**src/rtl/pipe_pkg.sv**
```systemverilog
// Shared types for the MiniRISC-V pipeline control: stall FSM states and
// EX-stage operand forward-select encodings.
package pipe_pkg;

    typedef enum logic [1:0] {
        RUN      = 2'd0,
        MD_WAIT  = 2'd1,
        MEM_WAIT = 2'd2
    } state_t;

    localparam logic [1:0] FWD_RF  = 2'b00;
    localparam logic [1:0] FWD_MEM = 2'b01;
    localparam logic [1:0] FWD_EX  = 2'b10;

    // The younger producer (now in ID_EX, next in EX_MEM) wins over the older one.
    function automatic logic [1:0] fwd_pick(input logic ex_hit, input logic mem_hit);
        if (ex_hit)
            return FWD_EX;
        else if (mem_hit)
            return FWD_MEM;
        else
            return FWD_RF;
    endfunction

endpackage

```
**src/rtl/fwd_sel_reg.sv**
```systemverilog
// Registered EX-stage forward select for one source operand; advances with
// the ID_EX register so the select lines up with the instruction it serves.
module fwd_sel_reg
    import pipe_pkg::*;
(
    input  logic       clk,
    input  logic       rst_n,
    input  logic       load,
    input  logic       clear,
    input  logic       ex_match,
    input  logic       ex_regwrite,
    input  logic       mem_match,
    input  logic       mem_regwrite,
    output logic [1:0] fwd
);

    always_ff @(posedge clk or negedge rst_n) begin
        if (!rst_n) begin
            fwd <= FWD_RF;
        end else if (load) begin
            fwd <= clear ? FWD_RF
                         : fwd_pick(ex_match && ex_regwrite, mem_match && mem_regwrite);
        end
    end

endmodule

```
**src/rtl/hazard_ctrl.sv**
```systemverilog
// Pipeline hazard controller: prioritised stall/flush generation, stall FSM
// with mul/div watchdog, and registered EX forward selects.
module hazard_ctrl
    import pipe_pkg::*;
#(
    parameter int unsigned MD_MAX = 64,
    parameter int unsigned CNT_W  = 7
) (
    input  logic       clk,
    input  logic       rst_n,
    input  logic       zero1,
    input  logic       zero2,
    input  logic       zero3,
    input  logic       zero4,
    input  logic       zeroa,
    input  logic       zerob,
    input  logic       ID_EX_regwrite,
    input  logic       EX_MEM_regwrite,
    input  logic       MEM_WB_regwrite,
    input  logic       ID_EX_memread,
    input  logic       branch_taken,
    input  logic       ex_muldiv,
    input  logic       muldiv_done,
    input  logic       EX_MEM_memaccess,
    input  logic       dmem_ready,
    output logic       pc_write,
    output logic       IF_ID_write,
    output logic       ID_EX_write,
    output logic       EX_MEM_write,
    output logic       IF_ID_flush,
    output logic       ID_EX_flush,
    output logic       EX_MEM_flush,
    output logic       MEM_WB_flush,
    output logic [1:0] fwd_a,
    output logic [1:0] fwd_b,
    output logic       md_timeout
);

    localparam logic [CNT_W:0] MD_LIMIT = (CNT_W + 1)'(MD_MAX);

    state_t         state;
    state_t         state_next;
    logic [CNT_W-1:0] md_cnt;
    logic [CNT_W:0]   md_cnt_inc;
    logic           mem_stall;
    logic           md_stall;
    logic           branch_flush;
    logic           load_use;

    // MEM_WB hazards are resolved by the regfile writing before it reads.
    logic wb_match_unused;
    assign wb_match_unused = ^{zeroa, zerob, MEM_WB_regwrite};

    // Gating with rst_n makes the RUN defaults visible as soon as reset asserts.
    always_comb begin
        mem_stall    = rst_n && EX_MEM_memaccess && !dmem_ready;
        md_stall     = rst_n && ex_muldiv && !muldiv_done;
        branch_flush = rst_n && branch_taken;
        load_use     = rst_n && ID_EX_memread && ID_EX_regwrite && (zero1 || zero2);
    end

    always_comb begin
        pc_write     = 1'b1;
        IF_ID_write  = 1'b1;
        ID_EX_write  = 1'b1;
        EX_MEM_write = 1'b1;
        IF_ID_flush  = 1'b0;
        ID_EX_flush  = 1'b0;
        EX_MEM_flush = 1'b0;
        MEM_WB_flush = 1'b0;
        if (mem_stall) begin
            pc_write     = 1'b0;
            IF_ID_write  = 1'b0;
            ID_EX_write  = 1'b0;
            EX_MEM_write = 1'b0;
            MEM_WB_flush = 1'b1;
        end else if (md_stall) begin
            pc_write     = 1'b0;
            IF_ID_write  = 1'b0;
            ID_EX_write  = 1'b0;
            EX_MEM_flush = 1'b1;
        end else if (branch_flush) begin
            IF_ID_flush  = 1'b1;
            ID_EX_flush  = 1'b1;
        end else if (load_use) begin
            pc_write     = 1'b0;
            IF_ID_write  = 1'b0;
            ID_EX_flush  = 1'b1;
        end
    end

    always_comb begin
        state_next = RUN;
        if (mem_stall)
            state_next = MEM_WAIT;
        else if (md_stall)
            state_next = MD_WAIT;
    end

    assign md_cnt_inc = {1'b0, md_cnt} + 1'b1;

    always_ff @(posedge clk or negedge rst_n) begin
        if (!rst_n) begin
            state      <= RUN;
            md_cnt     <= '0;
            md_timeout <= 1'b0;
        end else begin
            state <= state_next;
            if (state != MD_WAIT && state_next == MD_WAIT)
                md_cnt <= '0;
            else if (state == MD_WAIT && md_cnt != '1)
                md_cnt <= md_cnt_inc[CNT_W-1:0];
            if (state == MD_WAIT && md_cnt_inc >= MD_LIMIT)
                md_timeout <= 1'b1;
        end
    end

    fwd_sel_reg u_fwd_a (
        .clk          (clk),
        .rst_n        (rst_n),
        .load         (ID_EX_write),
        .clear        (ID_EX_flush),
        .ex_match     (zero1),
        .ex_regwrite  (ID_EX_regwrite),
        .mem_match    (zero3),
        .mem_regwrite (EX_MEM_regwrite),
        .fwd          (fwd_a)
    );

    fwd_sel_reg u_fwd_b (
        .clk          (clk),
        .rst_n        (rst_n),
        .load         (ID_EX_write),
        .clear        (ID_EX_flush),
        .ex_match     (zero2),
        .ex_regwrite  (ID_EX_regwrite),
        .mem_match    (zero4),
        .mem_regwrite (EX_MEM_regwrite),
        .fwd          (fwd_b)
    );

endmodule

```
**config.mk**
```make
export PLATFORM = sky130hd
export DESIGN_NAME = hazard_ctrl
export DESIGN_NICKNAME = d
export VERILOG_FILES = /design/src/rtl/pipe_pkg.sv /design/src/rtl/fwd_sel_reg.sv /design/src/rtl/hazard_ctrl.sv
export SDC_FILE = /design/constraint.sdc
export NUM_CORES = 1
export LEC_CHECK = 0
export ABC_AREA = 1
export CORE_UTILIZATION = 42
export CTS_CLUSTER_SIZE = 28
export DETAILED_ROUTE_END_ITERATION = 8
export PLACE_DENSITY = 0.76
export SLEW_MARGIN = 10
export SYNTH_ARGS = -nofsm -noshare
export SYNTH_HDL_FRONTEND = slang
export SYNTH_HIERARCHICAL = 1
export SYNTH_SLANG_ARGS = --single-unit
```
**constraint.sdc**
```tcl
create_clock -name clk -period 2.59 [get_ports clk]
set_clock_uncertainty 0.2 [all_clocks]
set_input_delay 0.518 -clock clk [delete_from_list [all_inputs] [get_ports clk]]
set_output_delay 0.518 -clock clk [all_outputs]
set_load 0.01 [all_outputs]
```
; ---- Word level (Yosys, flattened, before mapping)
; Cells that the tools add are included.
[totals]
out_inout_bits = 13
reg_bits = 14
[op_classes]
addsub = 1
n_lt_le_gt_ge = 1
reduce_logical = 19
n_mux = 27
n_eq_ne = 4
[ops]
columns = operator, count
row1 = $mux W1, 20
row2 = $logic_and A1 B1 Y1, 15
row3 = $mux W7, 2
row4 = $mux W2, 5
row5 = $add A7 B1 Y8 const B, 1
row6 = $ge A8 B7 Y1 const B, 1
row7 = $ne A7 B7 Y1 const B, 1
row8 = $eq A2 B1 Y1 const B, 2
row9 = $logic_not A1 Y1, 2
row10 = $ne A2 B1 Y1 const B, 1
row11 = $reduce_bool A2 Y1, 1
row12 = $logic_or A1 B1 Y1, 1

; ---- Depth between registers and ports, before layout
; Gate-level depths: netlist (run 1).
[depth]
depth_word = 8
depth_mapped = 10

; ---- Modules after synthesis
; Netlist (run 1), hierarchy kept.
[modules_own_cells]
columns = mod, n_inst, seq_area_each_um2, area_per_inst_um2, cells_each
row1 = hazard_ctrl, 1, 250.2, 623.1, 83
row2 = fwd_sel_reg, 2, 50.0, 96.3, 13

; ---- Worst setup path before layout (run 1)
; No wires, ideal clock.
[synth_path]
kind = in2out
from = input EX_MEM_memaccess
to = output ID_EX_flush
arrival_time_ns = 1.534
cell_stages = 7
slack_ns = 0.338
required_ns = 1.872
n_path_buf = 0
cell_sequence = inv_1 -> nor2_1 -> nand2_1 -> inv_1 -> nor2_1 -> inv_1 -> nor2_1
[synth_between]
elab_chain_cells = 3
[synth_lines]
columns = element, line
row1 = start: declaration, hazard_ctrl.sv:24  ; input logic EX_MEM_memaccess,
row2 = $logic_and A1 B1 Y1 (2 in series), hazard_ctrl.sv:56  ; mem_stall = rst_n && EX_MEM_memaccess && !dmem_ready;
row3 = $mux W1, hazard_ctrl.sv:71  ; if (mem_stall) begin
row4 = end: declaration, hazard_ctrl.sv:31  ; output logic ID_EX_flush,
; Every way passes these cells.

; ---- Worst setup path after layout (run 1)
[layout_path]
from = input EX_MEM_memaccess
to = output EX_MEM_write
[layout_between]
elab_chain_cells = 3
[layout_lines]
columns = element, line
row1 = $logic_and A1 B1 Y1 (2 in series), hazard_ctrl.sv:56
row2 = $mux W1, hazard_ctrl.sv:71
row3 = end: declaration, hazard_ctrl.sv:29  ; output logic EX_MEM_write,
; Every way passes these cells.

==> results of run 1 <==
[flip-flops by register name, summed over array words and instances (netlist names)]
register     count
md_cnt           7
md_timeout       1
state            2
u_fwd_a/fwd      2
u_fwd_b/fwd      2
[worst register-to-register path, stage by stage (launching register included)]
cell     delay, ns
dfrtp_1       0.46
ha_1          0.23
nand3_2       0.16
nor2_1        0.22
nor2_2        0.09
nand3_1       0.09
nand2_1       0.06
[metal layers]
| metal | wire [um] | vias up | part of all wire | global-route usage |
|---|---|---|---|---|
| met3 | 87 | 8 | 0.046 | 0.03922 |
| met1 | 820 | 375 | 0.43 | 0.2426 |
| met4 | 63 | 0 | 0.033 | 0.1529 |
| met2 | 939 | 28 | 0.49 | 0.3437 |
| li1 | - | 425 | - | - |
| met5 | 0 | - | 0 | 0 |
[layout make-up]
type	count	share of cell area
tap	25	0.02546
timing repair buffer	39	0.2831
sequential	14	0.2851
multi-input combinational	79	0.3310
inverter	15	0.04582
clock buffer	4	0.02953
[worst min-delay path by stage]
| stage | start | to | slack (ns) | cells after the start |
|---|---|---|---|---|
| CTS | rst_n | md_cnt[4] | 0.20 | 2 |
| global route | rst_n | md_cnt[4] | 0.19 | 2 |
| global placement | md_timeout | md_timeout | 0.25 | 2 |
| detailed placement | md_timeout | md_timeout | 0.26 | 2 |
| finish | rst_n | md_cnt[4] | 0.19 | 2 |
| floorplan | rst_n | md_cnt[0] | 0.02 | 0 |
[cells in the mapped netlist (all sizes together)]
cell,n,area [um2]
nor2,15,73.82
ha,2,25.02
buf,1,7.510
a21oi,1,5.000
o21ai,3,26.28
xor2,3,26.28
inv,15,56.30
dfrtp,14,350.3
nand3,20,110.1
nand2,34,127.6
o21bai,1,7.510
[power by group through the flow]
stage	clock, mW	combinational [mW]	sequential [mW]
finish	0.157	0.131	0.259
global route	0.172	0.147	0.263
CTS	0.163	0.132	0.258
detailed placement	0	0.137	0.262
global placement	0	0.133	0.261
floorplan	0	0.0583	0.261
[what timing repair did]
action                                  CTS  global route
endpoints found under the setup margin    7             2
pin swaps                                 0             0
hold buffers                              0             0
endpoints found under the hold margin     0             0
gates resized for setup                   9             1
[stage by stage]
stage	utilization	TNS [ns]	cell area [um2]
detailed placement	0.6787	-1.582	1197
finish	0.6965	0	1229
CTS	0.6950	0	1226
floorplan	-	0	815.8
global placement	0.6787	-1.558	1197
global route	0.6965	0	1229
[cell families (layout without fill, tap and decap cells)]
logic type	after synthesis	count (layout)	share of synthesized area
AOI/OAI and AO/OA	5	5	0.04755
xor gates and xnor gates	3	3	0.03221
adders and majority gates	2	2	0.03067
buffers and inverters	16	58	0.07822
DFF	14	14	0.4295
and+or+nand+nor	69	69	0.3819
==> results.json, run 1 <==
{
  "status": "finished, final reports clean",
  "seq_power_share": 0.473,
  "grt_pass1_wl_mm": 3.105,
  "syn_area_um2": 815.8,
  "wl_mm": 1.911,
  "cp-start-kind": "primary input",
  "path_delay_family": "buffers and inverters",
  "drc": 0,
  "p_sw_mw": 0.1529,
  "seqCellArea_um2": 350.3,
  "drtPass1Iterations": 4,
  "layout_commonest_cell": "nand2_1",
  "crit_type": "in2out",
  "min_path_type": "in2async",
  "placed_cells": 172,
  "tightest_slew_ns": 0.2180,
  "p_clk_frac": 0.287,
  "ys_ff_latch": 14,
  "rrSetupSlack_ns": 0.97,
  "maxSlewViolCount": 0,
  "numCtsBuffers": 3,
  "rsz0062_at_grt": "false",
  "power.leakage_nw": 0.6471,
  "critPathLaunch": "EX_MEM_memaccess",
  "post_cts_buffers": 0,
  "maxCapViolations": 0,
  "seq_area_frac_synth": 0.4294,
  "clock_sinks": 14,
  "relSlewSlack": 0.8545,
  "cp_num_buf_inv": 4,
  "multiInputGateArea_um2": 406.6,
  "htree_levels": 1,
  "fmax_mhz": 399.9,
  "die_x_um": 46.07,
  "antenna_found_initial": 0,
  "rr_endpoint": "md_cnt[3]",
  "syn_inst": 109,
  "r2r-start": "md_cnt[0]",
  "power.total_mw": 0.5463,
  "start_util": 0.4624,
  "place.gp.congestion": 0.8666,
  "avgSynthCellArea_um2": 7.484,
  "layout-area-overhead-vs-synth_pct": 50.61,
  "wl_per_cell_um": 10.86,
  "cts.clk_slew.worst_paths_ns": 0.09,
  "row_count": 15,
  "end_kind": "output port",
  "viasPerCell": 4.750,
  "worstPathRequired_ns": 1.87,
  "fin_worst_hold_slack_ns": 0.1882,
  "crit_chain": "clkdlybuf4s50_1, inv_1, nor2_2, nand2_1, buf_4, clkdlybuf4s50_1",
  "setup_violations": 0,
  "dpl_worst_slack_ns": -0.3469,
  "stdcell_count": 176,
  "period_minus_slack_ns": 2.500,
  "insertion_delay_ns": 0.28,
  "coreArea_um2": 1764,
  "netSwitchingFraction": 0.2798,
  "cpPeakStageDelay_ns": 0.47,
  "synth.distinct_cells": 15,
  "critPathMostFrequentCell": "clkdlybuf4s50_1",
  "diodes": 0,
  "worstRegToRegCells": 6,
  "cts_root_buffer": "clkbuf_4",
  "hold_viol": 0,
  "fin_crit_sh": 0.9654,
  "tritoncts": "built",
  "crit_cells": 6,
  "dp_hpwl_mm": 1.589,
  "final_nets": 171,
  "cp_slowest_cell": "clkdlybuf4s50_1",
  "arrival_ns": 1.78,
  "p_int_mw": 0.3935,
  "die_h_um": 46.07,
  "track_usage": 0.2101,
  "vias": 836,
  "ant_nets": 0,
  "grt_pass1_vias": 789,
  "fillers": 151,
  "ys_warn_count": 6,
  "syn_nets": 128,
  "p_comb_frac": 0.240,
  "critPathCapture": "EX_MEM_write",
  "setup_slack_ns": 0.08957,
  "grt_start_max_net_pins": 11,
  "drt_iter0_drc": 8,
  "final_cell_mix": "34 x nand2_1, 18 x nand3_1, 18 x clkdlybuf4s50_1",
  "design.die.area_um2": 2122,
  "layout-drive-gt1-share": 0.1788,
  "port_buffers": 26,
  "power_density_nw_per_um2": 444.7,
  "boundaryPins": 30,
  "critPathMaxFanout": 2,
  "ctsLongestPathBuffers": 2,
  "grt_overflow": 0,
  "peakVddDrop_mv": 0.3374
}
No activity file was read; power rests on OpenSTA's default activity.
==> run 2, diff against run 1 <==
Settings changed: PLACE_DENSITY 0.76 to 0.8.
==> run 2 against run 1 <==
Net effect:
- via count increased by 0.24%
- combinational power about the same
- worst hold slack got worse by 0.035 ns
- sequential share of layout area decreased by 0.26 points
- register-to-register slack improved by 0.05 ns
- core utilization increased by 0.64 points
- first-iteration DRC count decreased by 13%
- critical path depth increased by 2
- sequential power about the same
- clock-buffer cell count unchanged
- routed wire length decreased by 0.10%
- fmax increased by 0.23%
==> results.json, run 2 (same netlist as run 1, synthesis figures left out) <==
{
  "tritoncts": "built",
  "design.die.area_um2": 2122,
  "ctsLongestPathBuffers": 2,
  "htree_levels": 1,
  "fin_worst_hold_slack_ns": 0.1534,
  "vias": 838,
  "cts.clk_slew.worst_paths_ns": 0.08,
  "layout-drive-gt1-share": 0.1854,
  "cts_hold_buffers": 0,
  "fmax_mhz": 400.9,
  "end_kind": "output port",
  "final_cell_mix": "34 x nand2_1, 18 x nand3_1, 17 x clkdlybuf4s50_1",
  "rrSetupSlack_ns": 1.02,
  "worstRegToRegCells": 6,
  "maxSlewViolCount": 0,
  "cp-start-kind": "primary input",
  "largest_register_ffs": 7,
  "status": "finished, final reports clean",
  "peakVddDrop_mv": 0.3542,
  "power.leakage_nw": 0.6493,
  "placed_area_um2": 1197,
  "grt_overflow": 0,
  "final_nets": 171,
  "regMostFlops": "md_cnt",
  "die_x_um": 46.07,
  "critPathMaxFanout": 4,
  "numCtsBuffers": 3,
  "die_h_um": 46.07,
  "maxCapViolations": 0,
  "insertion_delay_ns": 0.27,
  "fin_crit_sh": 0.9632,
  "port_buffers": 26,
  "grt_start_max_net_pins": 11,
  "diodes": 0,
  "cts_root_buffer": "clkbuf_4",
  "coreArea_um2": 1764,
  "wl_mm": 1.909,
  "start_util": 0.4624,
  "rsz0062_at_grt": "false",
  "arrival_ns": 1.78,
  "layout_commonest_cell": "nand2_1",
  "drt_iter0_drc": 7,
  "clock_sinks": 14,
  "place.gp.congestion": 0.8260,
  "ant_nets": 0,
  "grt_pass1_vias": 817,
  "setup_violations": 0,
  "antenna_found_initial": 0,
  "worstPathRequired_ns": 1.87,
  "drc": 0,
  "relSlewSlack": 0.8394,
  "dp_hpwl_mm": 1.550,
  "tightest_slew_ns": 0.2407,
  "viasPerCell": 4.761,
  "power_density_nw_per_um2": 440.2,
  "track_usage": 0.2211,
  "drtPass1Iterations": 4,
  "layout-area-overhead-vs-synth_pct": 51.99,
  "boundaryPins": 30,
  "fin_area_um2": 1240,
  "crit_type": "in2out",
  "rr_endpoint": "md_cnt[4]",
  "row_count": 15,
  "min_path_type": "in2async",
  "wl_per_cell_um": 10.85,
  "grt_pass1_wl_mm": 3.256,
  "hold_viol": 0,
  "period_minus_slack_ns": 2.495,
  "r2r-start": "md_cnt[0]"
}
run 2: changes by cell type in the layout (fill, tap and decap cells not counted):
cell / change
dlymetal6s2s_1: +1
clkdlybuf4s50_1: -1
inv_2: +1
buf_4: -1
inv_1: -1
buf_6: +1
nor2_2: -1
nor2_4: +1
run 2: worst max-delay path by stage:
| stage | from | endpoint | slack (ns) |
|---|---|---|---|
| 2_1_floorplan | EX_MEM_memaccess | ID_EX_flush | 0.34 |
| 3_3_place_gp | rst_n | ID_EX_flush | -0.32 |
| 3_5_place_dp | rst_n | ID_EX_flush | -0.36 |
| 4_1_cts | EX_MEM_memaccess | EX_MEM_write | 0.04 |
| 5_1_grt | dmem_ready | ID_EX_flush | 0.007 |
| 6_report | dmem_ready | ID_EX_flush | 0.1 |
run 2: power breakdown:
group / leakage [nW] / switching, mW / internal, mW
Sequential: 0.182 / 0.0205 / 0.238
Combinational: 0.446 / 0.0616 / 0.0699
Clock: 0.0210 / 0.0701 / 0.0854
Total: 0.649 / 0.152 / 0.394
run 2: worst max-delay path, cell delays in order:
cell,delay [ns]
clkdlybuf4s50_1,0.46
nor2_1,0.05
nand2_1,0.09
inv_2,0.06
nor2_4,0.11
inv_1,0.06
nor2_1,0.14
dlygate4sd2_1,0.29
run 2: metal layers:
layer	vias up	track usage	routed length (um)
met5	-	0	0
met4	0	0.1059	8
met3	2	0.02745	79
met2	18	0.4169	1037
met1	393	0.2389	784
li1	425	-	-
run 2: cell type report:
type                    instances  area (um2)
clock buffers                   4       36.28
fillers                       157       524.3
inverters                      15       56.30
multi-input cells              79       411.6
flip-flops and latches         14       350.3
well taps                      25       31.28
repair buffers                 39       354.1
run 2: what timing repair did:
action | 4_1_cts | 5_1_grt
endpoints found under the setup margin | 7 | 3
setup buffers | 0 | 0
pin swaps | 1 | 0
gates resized for setup | 12 | 2
run 2: per-stage QoR:
stage / setup slack (ns) / util / TNS, ns / total power [mW] / cells
floorplan: 0.3377 / - / 0 / 0.3196 / 109
global placement: -0.3244 / 0.6787 / -1.643 / 0.3937 / 172
detailed placement: -0.3583 / 0.6787 / -1.832 / 0.3987 / 172
CTS: 0.04446 / 0.7014 / 0 / 0.5554 / 176
global route: 0.006923 / 0.7028 / 0 / 0.5812 / 176
finish: 0.09537 / 0.7028 / 0 / 0.5458 / 176
==> run 3, diff against run 2 <==
Settings changed: GPL_TIMING_DRIVEN set to 0.
==> run 3 against run 2 <==
Net effect:
- critical path depth is the same
- sequential cell count stayed put
- via count is 2.4% lower
- sequential power about the same
- first-iteration DRC count increased to 2.9 times the previous value
- critical path type unchanged
- highest routed layer unchanged
- setup slack got worse by 0.028 ns
- die area stayed put
==> results.json, run 3 (same netlist as run 1, synthesis figures left out) <==
{
  "seq_power_share": 0.477,
  "rrSetupSlack_ns": 0.99,
  "wl_mm": 1.788,
  "die_x_um": 46.07,
  "p_comb_frac": 0.238,
  "htree_levels": 1,
  "p_clk_frac": 0.286,
  "crit_type": "in2out",
  "drtPass1Iterations": 4,
  "grt_overflow": 0,
  "power_density_nw_per_um2": 453.4,
  "hold_start": "md_timeout",
  "p_sw_mw": 0.1531,
  "insertion_delay_ns": 0.28,
  "min_to": "md_timeout",
  "power.total_mw": 0.5429,
  "ctsLongestPathBuffers": 2,
  "grt_pass1_vias": 771,
  "vias": 818,
  "dp_hpwl_mm": 1.320,
  "design.die.area_um2": 2122,
  "coreArea_um2": 1764,
  "cp-start-kind": "primary input",
  "cts_root_buffer": "clkbuf_4",
  "ant_nets": 0,
  "status": "finished, final reports clean",
  "viasPerCell": 4.812,
  "p_int_mw": 0.3899,
  "regMostFlops": "md_cnt",
  "relSlewSlack": 0.5718,
  "drt_iter0_drc": 20,
  "tritoncts": "built",
  "largest_register_ffs": 7,
  "layout_commonest_cell": "nand2_1",
  "worstRegToRegCells": 6,
  "multiInputGateArea_um2": 421.7,
  "fin_crit_sh": 0.9740,
  "final_nets": 165,
  "row_count": 15,
  "wl_per_cell_um": 10.52,
  "layout-area-overhead-vs-synth_pct": 46.78,
  "period_minus_slack_ns": 2.523,
  "stdcell_count": 170,
  "placed_area_um2": 1107,
  "final_cell_mix": "33 x nand2_1, 18 x nand3_1, 16 x clkdlybuf4s50_1",
  "whs_path_depth": 2,
  "r2r-start": "md_cnt[0]",
  "place.gp.congestion": 0.8354,
  "grt_pass1_wl_mm": 3.091,
  "drc": 0,
  "cts.clk_slew.worst_paths_ns": 0.08,
  "peakVddDrop_mv": 0.2756,
  "port_buffers": 26,
  "min_path_type": "reg2reg",
  "fmax_mhz": 396.4,
  "setup_violations": 0,
  "antenna_found_initial": 0,
  "track_usage": 0.2031,
  "hold_viol": 0,
  "power.leakage_nw": 0.6174,
  "seqCellArea_um2": 350.3,
  "critPathMaxFanout": 3,
  "fin_util": 0.6787,
  "arrival_ns": 1.80,
  "maxCapViolations": 0,
  "end_kind": "output port",
  "netSwitchingFraction": 0.2820,
  "dpl_worst_slack_ns": -1.198,
  "worstPathRequired_ns": 1.87,
  "layout-drive-gt1-share": 0.1793,
  "setup_slack_ns": 0.06737,
  "numCtsBuffers": 3,
  "fillers": 169,
  "start_util": 0.4624,
  "rr_endpoint": "md_cnt[3]",
  "maxSlewViolCount": 0,
  "boundaryPins": 30,
  "clock_sinks": 14,
  "fin_worst_hold_slack_ns": 0.2766,
  "grt_start_max_net_pins": 15,
  "tightest_slew_ns": 0.6402,
  "placed_cells": 160,
  "diodes": 0,
  "setup_tns_ns": 0,
  "die_h_um": 46.07,
  "fin_area_um2": 1197
}
run 3: changes by cell type in the layout (fill, tap and decap cells not counted), sizes merged:
cell,delta
buf,-5
clkdlybuf4s50,-1
dlygate4sd2,-1
dlygate4sd3,+1
run 3: critical path, cell delays in order:
cell and delay, ns:
clkdlybuf4s50_1 0.45, inv_1 0.04, nor2_2 0.15, nand2_2 0.08, inv_2 0.08, buf_4 0.11
buf_4 0.10, dlygate4sd2_1 0.27
run 3: how the worst max path moves through the flow:
stage	startpoint	endpoint	slack (ns)	cells past startpoint
floorplan	EX_MEM_memaccess	ID_EX_flush	0.34	7
global placement	rst_n	ID_EX_flush	-1.16	7
detailed placement	rst_n	ID_EX_flush	-1.20	7
CTS	dmem_ready	ID_EX_flush	0.01	8
global route	EX_MEM_memaccess	MEM_WB_flush	-0.001	8
finish	EX_MEM_memaccess	MEM_WB_flush	0.07	8
run 3: area by class of cell:
type,count,area share
well taps,25,0.02612
repair buffers,32,0.2456
multi-input cells,79,0.3521
flip-flops and latches,14,0.2926
plain buffers,1,0.006270
inverters,15,0.04702
clock buffers,4,0.03030
run 3: power by group through the flow:
stage	logic, mW	clock network, mW	registers, mW
floorplan	0.0583	0	0.261
global placement	0.119	0	0.262
detailed placement	0.123	0	0.263
CTS	0.126	0.161	0.259
global route	0.143	0.172	0.263
finish	0.129	0.155	0.259
run 3: timing repair:
item	in CTS	in global routing
hold endpoints to repair	14	0
cloned	0	0
endpoints found under the setup margin	12	3
gates resized for setup	18	6
pin swaps	1	1
hold buffers	1	0
setup buffers	4	1
run 3: per-layer routing:
metal	vias to the layer above	routed length, um	track usage
met5	-	0	0
met4	0	8	0.08824
met3	2	114	0.03137
met2	26	908	0.3465
met1	379	756	0.2506
li1	411	-	-
